### src/rtl/mult_share_arbiter_if.sv
// Bundle between the requesters, the shared-multiplier arbiter and the multiplier itself.
// The slave view is the arbiter; the master view drives requests and the multiplier return path.
interface mult_share_arbiter_if #(
  parameter int NREQ = 4
);
  logic              arb_en;
  logic [NREQ-1:0]   req_valid;
  logic [4*NREQ-1:0] req_mult1;
  logic [4*NREQ-1:0] req_mult2;
  logic [NREQ-1:0]   req_ready;
  logic [NREQ-1:0]   rsp_valid;
  logic [7:0]        rsp_res;
  logic [2:0]        inflight;
  logic              err;
  logic              mul_data_rdy;
  logic [3:0]        mul_mult1;
  logic [3:0]        mul_mult2;
  logic              mul_res_rdy;
  logic [7:0]        mul_res;

  modport slave (
    input  arb_en, req_valid, req_mult1, req_mult2, mul_res_rdy, mul_res,
    output req_ready, rsp_valid, rsp_res, inflight, err, mul_data_rdy, mul_mult1, mul_mult2
  );

  modport master (
    output arb_en, req_valid, req_mult1, req_mult2, mul_res_rdy, mul_res,
    input  req_ready, rsp_valid, rsp_res, inflight, err, mul_data_rdy, mul_mult1, mul_mult2
  );
endinterface

### src/rtl/mult_share_arbiter.sv
// Round-robin sharing of one fixed-latency 4x4 multiplier; a tag pipeline that mirrors the
// multiplier latency routes each product back to its issuer and cross-checks res_rdy.
module mult_share_arbiter #(
  parameter int NREQ    = 4,
  parameter int MUL_LAT = 4,
  parameter int IDW     = 2
) (
  input  logic                 clk,
  input  logic                 rstn,
  mult_share_arbiter_if.slave  bus
);

  localparam int OPW = 4;

  logic               win_found;
  logic [IDW-1:0]     win_id;
  logic [IDW-1:0]     scan_id;
  int                 scan_idx;
  logic               issue;
  logic [NREQ-1:0]    grant;
  logic [NREQ-1:0]    rsp_vld;

  logic [IDW-1:0]     rr_ptr_q, rr_ptr_d;
  logic [MUL_LAT-1:0] tag_vld_q;
  logic [IDW-1:0]     tag_id_q [MUL_LAT];
  logic [2:0]         inflight_q, inflight_d;
  logic               err_q, err_d;
  logic               tail_vld;
  logic [IDW-1:0]     tail_id;

  // Arbitration: first valid requester at or after the round-robin pointer.
  always_comb begin
    win_found = 1'b0;
    win_id    = '0;
    scan_idx  = 0;
    scan_id   = '0;
    for (int k = 0; k < NREQ; k++) begin
      scan_idx = int'(rr_ptr_q) + k;
      if (scan_idx >= NREQ) scan_idx = scan_idx - NREQ;
      scan_id = IDW'(scan_idx);
      if (!win_found && bus.req_valid[scan_id]) begin
        win_found = 1'b1;
        win_id    = scan_id;
      end
    end
  end

  // rstn is active-high; grants are masked while it is held so outputs clear immediately.
  assign issue = win_found & bus.arb_en & ~rstn;

  always_comb begin
    grant = '0;
    if (issue) grant[win_id] = 1'b1;
  end

  assign bus.req_ready    = grant;
  assign bus.mul_data_rdy = issue;
  assign bus.mul_mult1    = issue ? bus.req_mult1[win_id*OPW +: OPW] : '0;
  assign bus.mul_mult2    = issue ? bus.req_mult2[win_id*OPW +: OPW] : '0;

  assign tail_vld = tag_vld_q[MUL_LAT-1];
  assign tail_id  = tag_id_q[MUL_LAT-1];

  // Response: a mismatch between res_rdy and the tag tail suppresses every pulse.
  always_comb begin
    rsp_vld = '0;
    for (int i = 0; i < NREQ; i++) begin
      rsp_vld[i] = bus.mul_res_rdy & tail_vld & (tail_id == IDW'(i));
    end
  end

  assign bus.rsp_valid = rsp_vld;
  assign bus.rsp_res   = (|rsp_vld) ? bus.mul_res : 8'd0;
  assign bus.inflight  = inflight_q;
  assign bus.err       = err_q;

  always_comb begin
    rr_ptr_d = rr_ptr_q;
    if (issue) rr_ptr_d = (win_id == IDW'(NREQ-1)) ? '0 : win_id + 1'b1;

    inflight_d = inflight_q;
    if (issue && !tail_vld)      inflight_d = inflight_q + 3'd1;
    else if (!issue && tail_vld) inflight_d = inflight_q - 3'd1;

    err_d = err_q | (bus.mul_res_rdy != tail_vld);
  end

  always_ff @(posedge clk or posedge rstn) begin
    if (rstn) begin
      rr_ptr_q   <= '0;
      tag_vld_q  <= '0;
      inflight_q <= 3'd0;
      err_q      <= 1'b0;
    end else begin
      rr_ptr_q   <= rr_ptr_d;
      tag_vld_q  <= {tag_vld_q[MUL_LAT-2:0], issue};
      inflight_q <= inflight_d;
      err_q      <= err_d;
    end
  end

  // Tag ids are only meaningful alongside tag_vld_q, so they need no reset.
  always_ff @(posedge clk) begin
    tag_id_q[0] <= win_id;
    for (int s = 1; s < MUL_LAT; s++) begin
      tag_id_q[s] <= tag_id_q[s-1];
    end
  end

endmodule

### src/flat_wrapper.sv
// flat-port wrapper written by rule: the top's interface ports become plain ports
module mult_share_arbiter_flat 
#(
  parameter int NREQ    = 4,
  parameter int MUL_LAT = 4,
  parameter int IDW     = 2
)
  (clk, rstn, bus_arb_en, bus_req_valid, bus_req_mult1, bus_req_mult2, bus_mul_res_rdy, bus_mul_res, bus_req_ready, bus_rsp_valid, bus_rsp_res, bus_inflight, bus_err, bus_mul_data_rdy, bus_mul_mult1, bus_mul_mult2);
  mult_share_arbiter_if #(.NREQ(NREQ)) bus_i ();
  input  logic clk;
  input  logic rstn;
  input wire logic [$bits(bus_i.arb_en)-1:0] bus_arb_en;
  input wire logic [$bits(bus_i.req_valid)-1:0] bus_req_valid;
  input wire logic [$bits(bus_i.req_mult1)-1:0] bus_req_mult1;
  input wire logic [$bits(bus_i.req_mult2)-1:0] bus_req_mult2;
  input wire logic [$bits(bus_i.mul_res_rdy)-1:0] bus_mul_res_rdy;
  input wire logic [$bits(bus_i.mul_res)-1:0] bus_mul_res;
  output wire logic [$bits(bus_i.req_ready)-1:0] bus_req_ready;
  output wire logic [$bits(bus_i.rsp_valid)-1:0] bus_rsp_valid;
  output wire logic [$bits(bus_i.rsp_res)-1:0] bus_rsp_res;
  output wire logic [$bits(bus_i.inflight)-1:0] bus_inflight;
  output wire logic [$bits(bus_i.err)-1:0] bus_err;
  output wire logic [$bits(bus_i.mul_data_rdy)-1:0] bus_mul_data_rdy;
  output wire logic [$bits(bus_i.mul_mult1)-1:0] bus_mul_mult1;
  output wire logic [$bits(bus_i.mul_mult2)-1:0] bus_mul_mult2;
  assign bus_i.arb_en = bus_arb_en;
  assign bus_i.req_valid = bus_req_valid;
  assign bus_i.req_mult1 = bus_req_mult1;
  assign bus_i.req_mult2 = bus_req_mult2;
  assign bus_i.mul_res_rdy = bus_mul_res_rdy;
  assign bus_i.mul_res = bus_mul_res;
  assign bus_req_ready = bus_i.req_ready;
  assign bus_rsp_valid = bus_i.rsp_valid;
  assign bus_rsp_res = bus_i.rsp_res;
  assign bus_inflight = bus_i.inflight;
  assign bus_err = bus_i.err;
  assign bus_mul_data_rdy = bus_i.mul_data_rdy;
  assign bus_mul_mult1 = bus_i.mul_mult1;
  assign bus_mul_mult2 = bus_i.mul_mult2;
  mult_share_arbiter #(.NREQ(NREQ), .MUL_LAT(MUL_LAT), .IDW(IDW)) u_core (.clk(clk), .rstn(rstn), .bus(bus_i));
endmodule
### config.mk
export PLATFORM = sky130hd
export DESIGN_NAME = mult_share_arbiter_flat
export DESIGN_NICKNAME = d
export VERILOG_FILES = /design/src/rtl/mult_share_arbiter_if.sv /design/src/rtl/mult_share_arbiter.sv /design/src/flat_wrapper.sv
export SDC_FILE = /design/constraint.sdc
export NUM_CORES = 1
export LEC_CHECK = 0
export CORE_ASPECT_RATIO = 1.25
export CORE_MARGIN = 1.5
export CORE_UTILIZATION = 38
export CTS_BUF_LIST = sky130_fd_sc_hd__clkbuf_2
export CTS_CLUSTER_DIAMETER = 150
export DETAILED_ROUTE_END_ITERATION = 10
export PLACE_DENSITY = 0.88
export SYNTH_ARGS = -nofsm -noshare
export SYNTH_HDL_FRONTEND = slang
export SYNTH_SLANG_ARGS = --single-unit
export TNS_END_PERCENT = 30
### constraint.sdc
create_clock -name clk -period 3.4 [get_ports clk]
set_clock_uncertainty 0.1 [all_clocks]
set_input_delay 0.51 -clock clk [delete_from_list [all_inputs] [get_ports clk]]
set_output_delay 0.51 -clock clk [all_outputs]
set_load 0.05 [all_outputs]
==> impl_metrics.toml, run 1 <==
[logic_synthesis]
ys_types = 28
ys_seq_elements = 18
synth_area_sq_um = 1060
synth.avg_cell_area_sq_um = 10.7
syn_nets = 154
synth_seq_area_share_pct = 38.7
synth_cells = 99
ys_warn_count = 0

[run_status]
status = "complete, no violations"

[sta]
fin_crit_sh_pct = 91.2
relSlewSlack_pct = 65.3
setup_violations = 0
rsz0062_at_grt = "no"
period_needed_ps = 3100
hold_viol_final = 0
tightestPinTransition_ps = 520
fin_setup_tns_ps = 0
max_freq_mhz = 323
slew_violations = 0
whs_ps = 244

[critical_path]
slowest_stage = "o22a_2"
path_cells = "clkdlybuf4s50_1 -> a21o_1 -> a21oi_1 -> o22a_2 -> inv_1 -> ha_1 -> and2_1 -> buf_4"
max_stage_delay_ps = 500
worstPathRequired_ps = 2790
worstSetupPathType = "in2out"
cp_max_fo = 20
start_kind = "primary input"
worstPathArrival_ps = 2490
endpoint_kind = "output pin"
cp_top_family = "compound AO/OA/AOI/OAI gates"
critPathBufInv = 3

[final_layout]
area_growth_syn_to_layout_pct = 83.0
diodes = 0
drive_above_1_share_pct = 13.6
layout.nets = 232
utilization_pct = 73.1
final_common_cell = "clkdlybuf4s50_1"
layout_common_cells = "63 x clkdlybuf4s50_1, 16 x mux2i_1, 12 x and2_1"

[drt]
wl_per_cell_microns = 13.4
highest_layer = "met4"
vias = 1038
drt_iter0_drc = 5
wl_met3_microns = 373
via_per_inst = 4.94
ant_nets = 0
drc = 0
drt_first_pass_iters = 2
drt_wl_total_microns = 2810
wirelength_met1_microns = 895
wl_met2_microns = 1510

[hold_path]
hold_path.class = "reg2reg"

[global_routing]
antenna_found_initial = 0
globalRouteTotalUtil_pct = 19.1
grt_pass1_wl_microns = 4410
grt_max_degree = 21
grt_pass1_vias = 1038
overflow = 0

[cts]
h-tree-depth = 1
cts_hold_buf = 0
cts.sinks = 18
post_cts.repair.setup_buffers = 0
numCtsBuffers = 3
clk-insertion-delay-late_ps = 290
cts_root_buffer = "clkbuf_2"
cts_tree = "done"
path_clk_slew_ps = 160
cts_resized = 0
cts_buffer_depth = 2

[die]
rows = 21
initial_utilization_pct = 39.9
dieArea_sq_um = 3120
top_level_ports = 77
core_sq_um = 2650
fp.dieH_microns = 62.0
die_x_microns = 50.2

[pwr]
power_uw = 995
ir_drop_mv = 0.457
power_density_nw_per_um2 = 513
p_leak_nw = 0.841

[place]
gp_congestion = 0.645
port_buffers = 76
dp_hpwl_microns = 2490

[flow_run]
drv_cap = 0
==> final cells by class <==
| class | instances | area (sq um) |
|---|---|---|
| clock buffer | 3 | 15.0 |
| clock inverter | 1 | 3.75 |
| fill | 199 | 714 |
| inverter | 9 | 33.8 |
| multi-input combinational | 69 | 581 |
| sequential | 18 | 410 |
| tap | 34 | 42.5 |
| timing repair buffer | 76 | 853 |
==> report_power, final <==
part / internal [mW] / total (mW) / switching [mW]
Clock: 0.0256 / 0.0857 / 0.0601
Sequential: 0.281 / 0.329 / 0.0482
Combinational: 0.264 / 0.580 / 0.316
Total: 0.570 / 0.995 / 0.424
==> flip-flops by register name, summed over array words and instances, names as in the netlist <==
name	cells
u_core.bus.inflight	3
u_core.tag_vld_q	4
u_core.bus.err	1
u_core.rr_ptr_q	2
u_core.tag_id_q	8
==> kinds of logic (layout without fill, tap and decap cells) <==
kind of cell,after synthesis,count (layout),synth area share [%]
and+or+nand+nor,24,24,13.6
muxes,18,18,17.2
DFF,18,18,38.7
AOI/OAI and AO/OA,17,17,12.5
buffers and inverters,12,89,6.49
adders and majority gates,7,7,8.97
xor gates and xnor gates,3,3,2.48
==> through the flow <==
step	cell area (sq um)	instances	setup WS [ps]
floorplan	1060	99	350
global placement	1920	206	362
detailed placement	1920	206	276
CTS	1940	210	279
global route	1940	210	86.2
finish	1940	210	301
==> per-layer routing <==
layer  vias to the layer above  GRT usage (%)
met4                         0           6.75
met2                        74           38.3
met1                       460           16.9
li1                        500              -
met5                         -              0
met3                         4           8.13
==> cells in the mapped netlist (all sizes together) <==
cell type  instances  share of area, %
a211oi             1               1.2
a21o               1              0.71
a21oi              3               1.4
a311oi             1               2.5
and2              12               7.1
and3               1              0.59
and3b              1              0.83
buf                2               3.0
clkbuf             1              0.35
dfrtp             10                24
dfxtp              8                15
fa                 1               1.9
ha                 6               7.1
inv                9               3.2
mux2               2               2.1
mux2i             16                15
nand2              3               1.5
nand2b             2               1.2
nor2               3               1.1
nor3b              1              0.71
o21ai              1              0.47
o22a               1              0.94
o22ai              9               5.3
or2                1              0.59
xnor2              1              0.83
xor2               2               1.7
==> final timing paths <==
path,startpoint,to,slack [ps],cells past startpoint
max,bus_req_valid[0],bus_req_ready[1],300,8
min,u_core.tag_id_q[1][0],u_core.tag_id_q[2][0],240,0
max reg2reg,u_core.rr_ptr_q[1],u_core.rr_ptr_q[1],1350,5
min reg2reg,u_core.tag_id_q[1][0],u_core.tag_id_q[2][0],240,0
max in group asynchronous,rstn,u_core.tag_vld_q[3],2450,2
min in group asynchronous,rstn,u_core.bus.inflight[2],460,2
Power figures use the tool's default switching activity.
==> run 2, diff against run 1 <==
- CORE_MARGIN: 1.5 -> 2
==> impl_metrics.toml, run 2 (same netlist as run 1, synthesis figures left out) <==
[run_status]
status = "complete, no violations"

[sta]
period_needed_ps = 2980
hold_viol_final = 0
max_freq_mhz = 335
fin_crit_sh_pct = 87.7
rsz0062_at_grt = "no"
slew_violations = 0
relSlewSlack_pct = 66.0
whs_ps = 245
setup_violations = 0
fin_setup_tns_ps = 0
tightestPinTransition_ps = 508

[cts]
cts_root_buffer = "clkbuf_2"
h-tree-depth = 1
cts_resized = 0
numCtsBuffers = 3
path_clk_slew_ps = 150
post_cts.repair.setup_buffers = 0
cts.sinks = 18
cts_buffer_depth = 2
cts_hold_buf = 0
cts_tree = "done"
clk-insertion-delay-late_ps = 280

[critical_path]
cp_max_fo = 10
worstPathArrival_ps = 2370
cp_top_family = "compound AO/OA/AOI/OAI gates"
start_kind = "primary input"
worstSetupPathType = "in2out"
reg2reg_depth = 5
ff2ff_setup_slack_ps = 1610
slowest_stage = "clkdlybuf4s50_1"
max_stage_delay_ps = 460
rr_endpoint = "u_core.rr_ptr_q[1]"
endpoint_kind = "output pin"
critPathBufInv = 3
regToRegStartpoint = "u_core.rr_ptr_q[1]"
worstPathRequired_ps = 2790
path_cells = "clkdlybuf4s50_1 -> a21o_1 -> a21oi_1 -> o22a_2 -> buf_4 -> mux2i_1 -> o22ai_1 -> buf_12"

[pwr]
power_density_nw_per_um2 = 511
p_leak_nw = 0.856
ir_drop_mv = 0.414

[hold_path]
hold_path.class = "reg2reg"
holdPathStages = 0
holdPathEnd = "u_core.tag_id_q[3][0]"
min_from = "u_core.tag_id_q[2][0]"

[global_routing]
grt_max_degree = 13
gr-usage-met1_pct = 17.0
globalRouteTotalUtil_pct = 18.5
grt_pass1_vias = 1127
overflow = 0
grt_pass1_wl_microns = 4640
met2_usage_pct = 35.2
busiest_layer = "met2"
antenna_found_initial = 0
met3_usage_pct = 7.18

[final_layout]
largest_register_ffs = 8
layout_common_cells = "63 x clkdlybuf4s50_1, 16 x mux2i_1, 12 x and2_1"
final_common_cell = "clkdlybuf4s50_1"
diodes = 0
area_growth_syn_to_layout_pct = 85.1
largest_register = "u_core.tag_id_q"
layoutNonFillerInstCount = 213
drive_above_1_share_pct = 15.1
layout.nets = 235

[die]
core_sq_um = 2680
initial_utilization_pct = 39.5
dieArea_sq_um = 3230
top_level_ports = 77
rows = 21
die_x_microns = 51.2
fp.dieH_microns = 63.0

[place]
port_buffers = 76
dp_hpwl_microns = 2500
dp.cells = 209
gp_congestion = 0.659

[drt]
drc = 0
drt_iter0_drc = 20
wl_per_cell_microns = 13.3
drt_first_pass_iters = 4
ant_nets = 0
via_per_inst = 4.98
vias = 1061
drt_wl_total_microns = 2840

[flow_run]
drv_cap = 0
[run 2: cell count changes in the layout (fill, tap and decap cells not counted), sizes merged]
| cell | previous run | this run |
|---|---|---|
| buf | 13 | 16 |
[run 2: worst reg2reg max path: cells and delay by family (launching register included)]
kind	cells	cell delay, ps
adder cells (fa/ha/maj)	1	270
multiplexers	1	260
flip-flops	1	460
AO/OA/AOI/OAI	3	610
[run 2: power breakdown]
part	internal, mW	switching [mW]
registers	0.280	0.0431
clock network	0.0256	0.0596
logic	0.275	0.318
total	0.581	0.421
[run 2: per-layer routing]
layer  up-vias  routed length (microns)
li1        505                        -
met1       475                      958
met2        75                     1450
met3         6                      389
met4         0                       45
met5         -                        0
[run 2: worst max path at each step]
stage                      from                to  slack (ps)  cells past startpoint
2_1_floorplan  bus_req_valid[1]  bus_mul_mult2[2]         350                      4
3_3_place_gp   bus_req_valid[0]  bus_mul_mult1[1]         470                      7
3_5_place_dp   bus_req_valid[1]  bus_mul_mult2[0]         410                      6
4_1_cts        bus_req_valid[1]  bus_mul_mult2[0]         400                      6
5_1_grt        bus_req_valid[0]  bus_mul_mult1[3]         290                      8
6_report       bus_req_valid[0]  bus_mul_mult1[3]         420                      8
[run 2: cell type report]
cell class | count | area [sq um]
clock buffer | 3 | 15.0
timing repair buffer | 79 | 876
sequential | 18 | 410
fill | 201 | 718
tap | 34 | 42.5
multi-input combinational | 69 | 581
clock inverter | 1 | 3.75
inverter | 9 | 33.8
[run 2: metrics by stage]
stage	setup slack, ps	utilization [%]	instance area [sq um]	power [mW]
2_1_floorplan	350	-	1060	0.701
3_3_place_gp	469	72.5	1940	0.904
3_5_place_dp	410	72.5	1940	0.926
4_1_cts	397	73.2	1960	1.01
5_1_grt	286	73.2	1960	1.06
6_report	417	73.2	1960	1.00
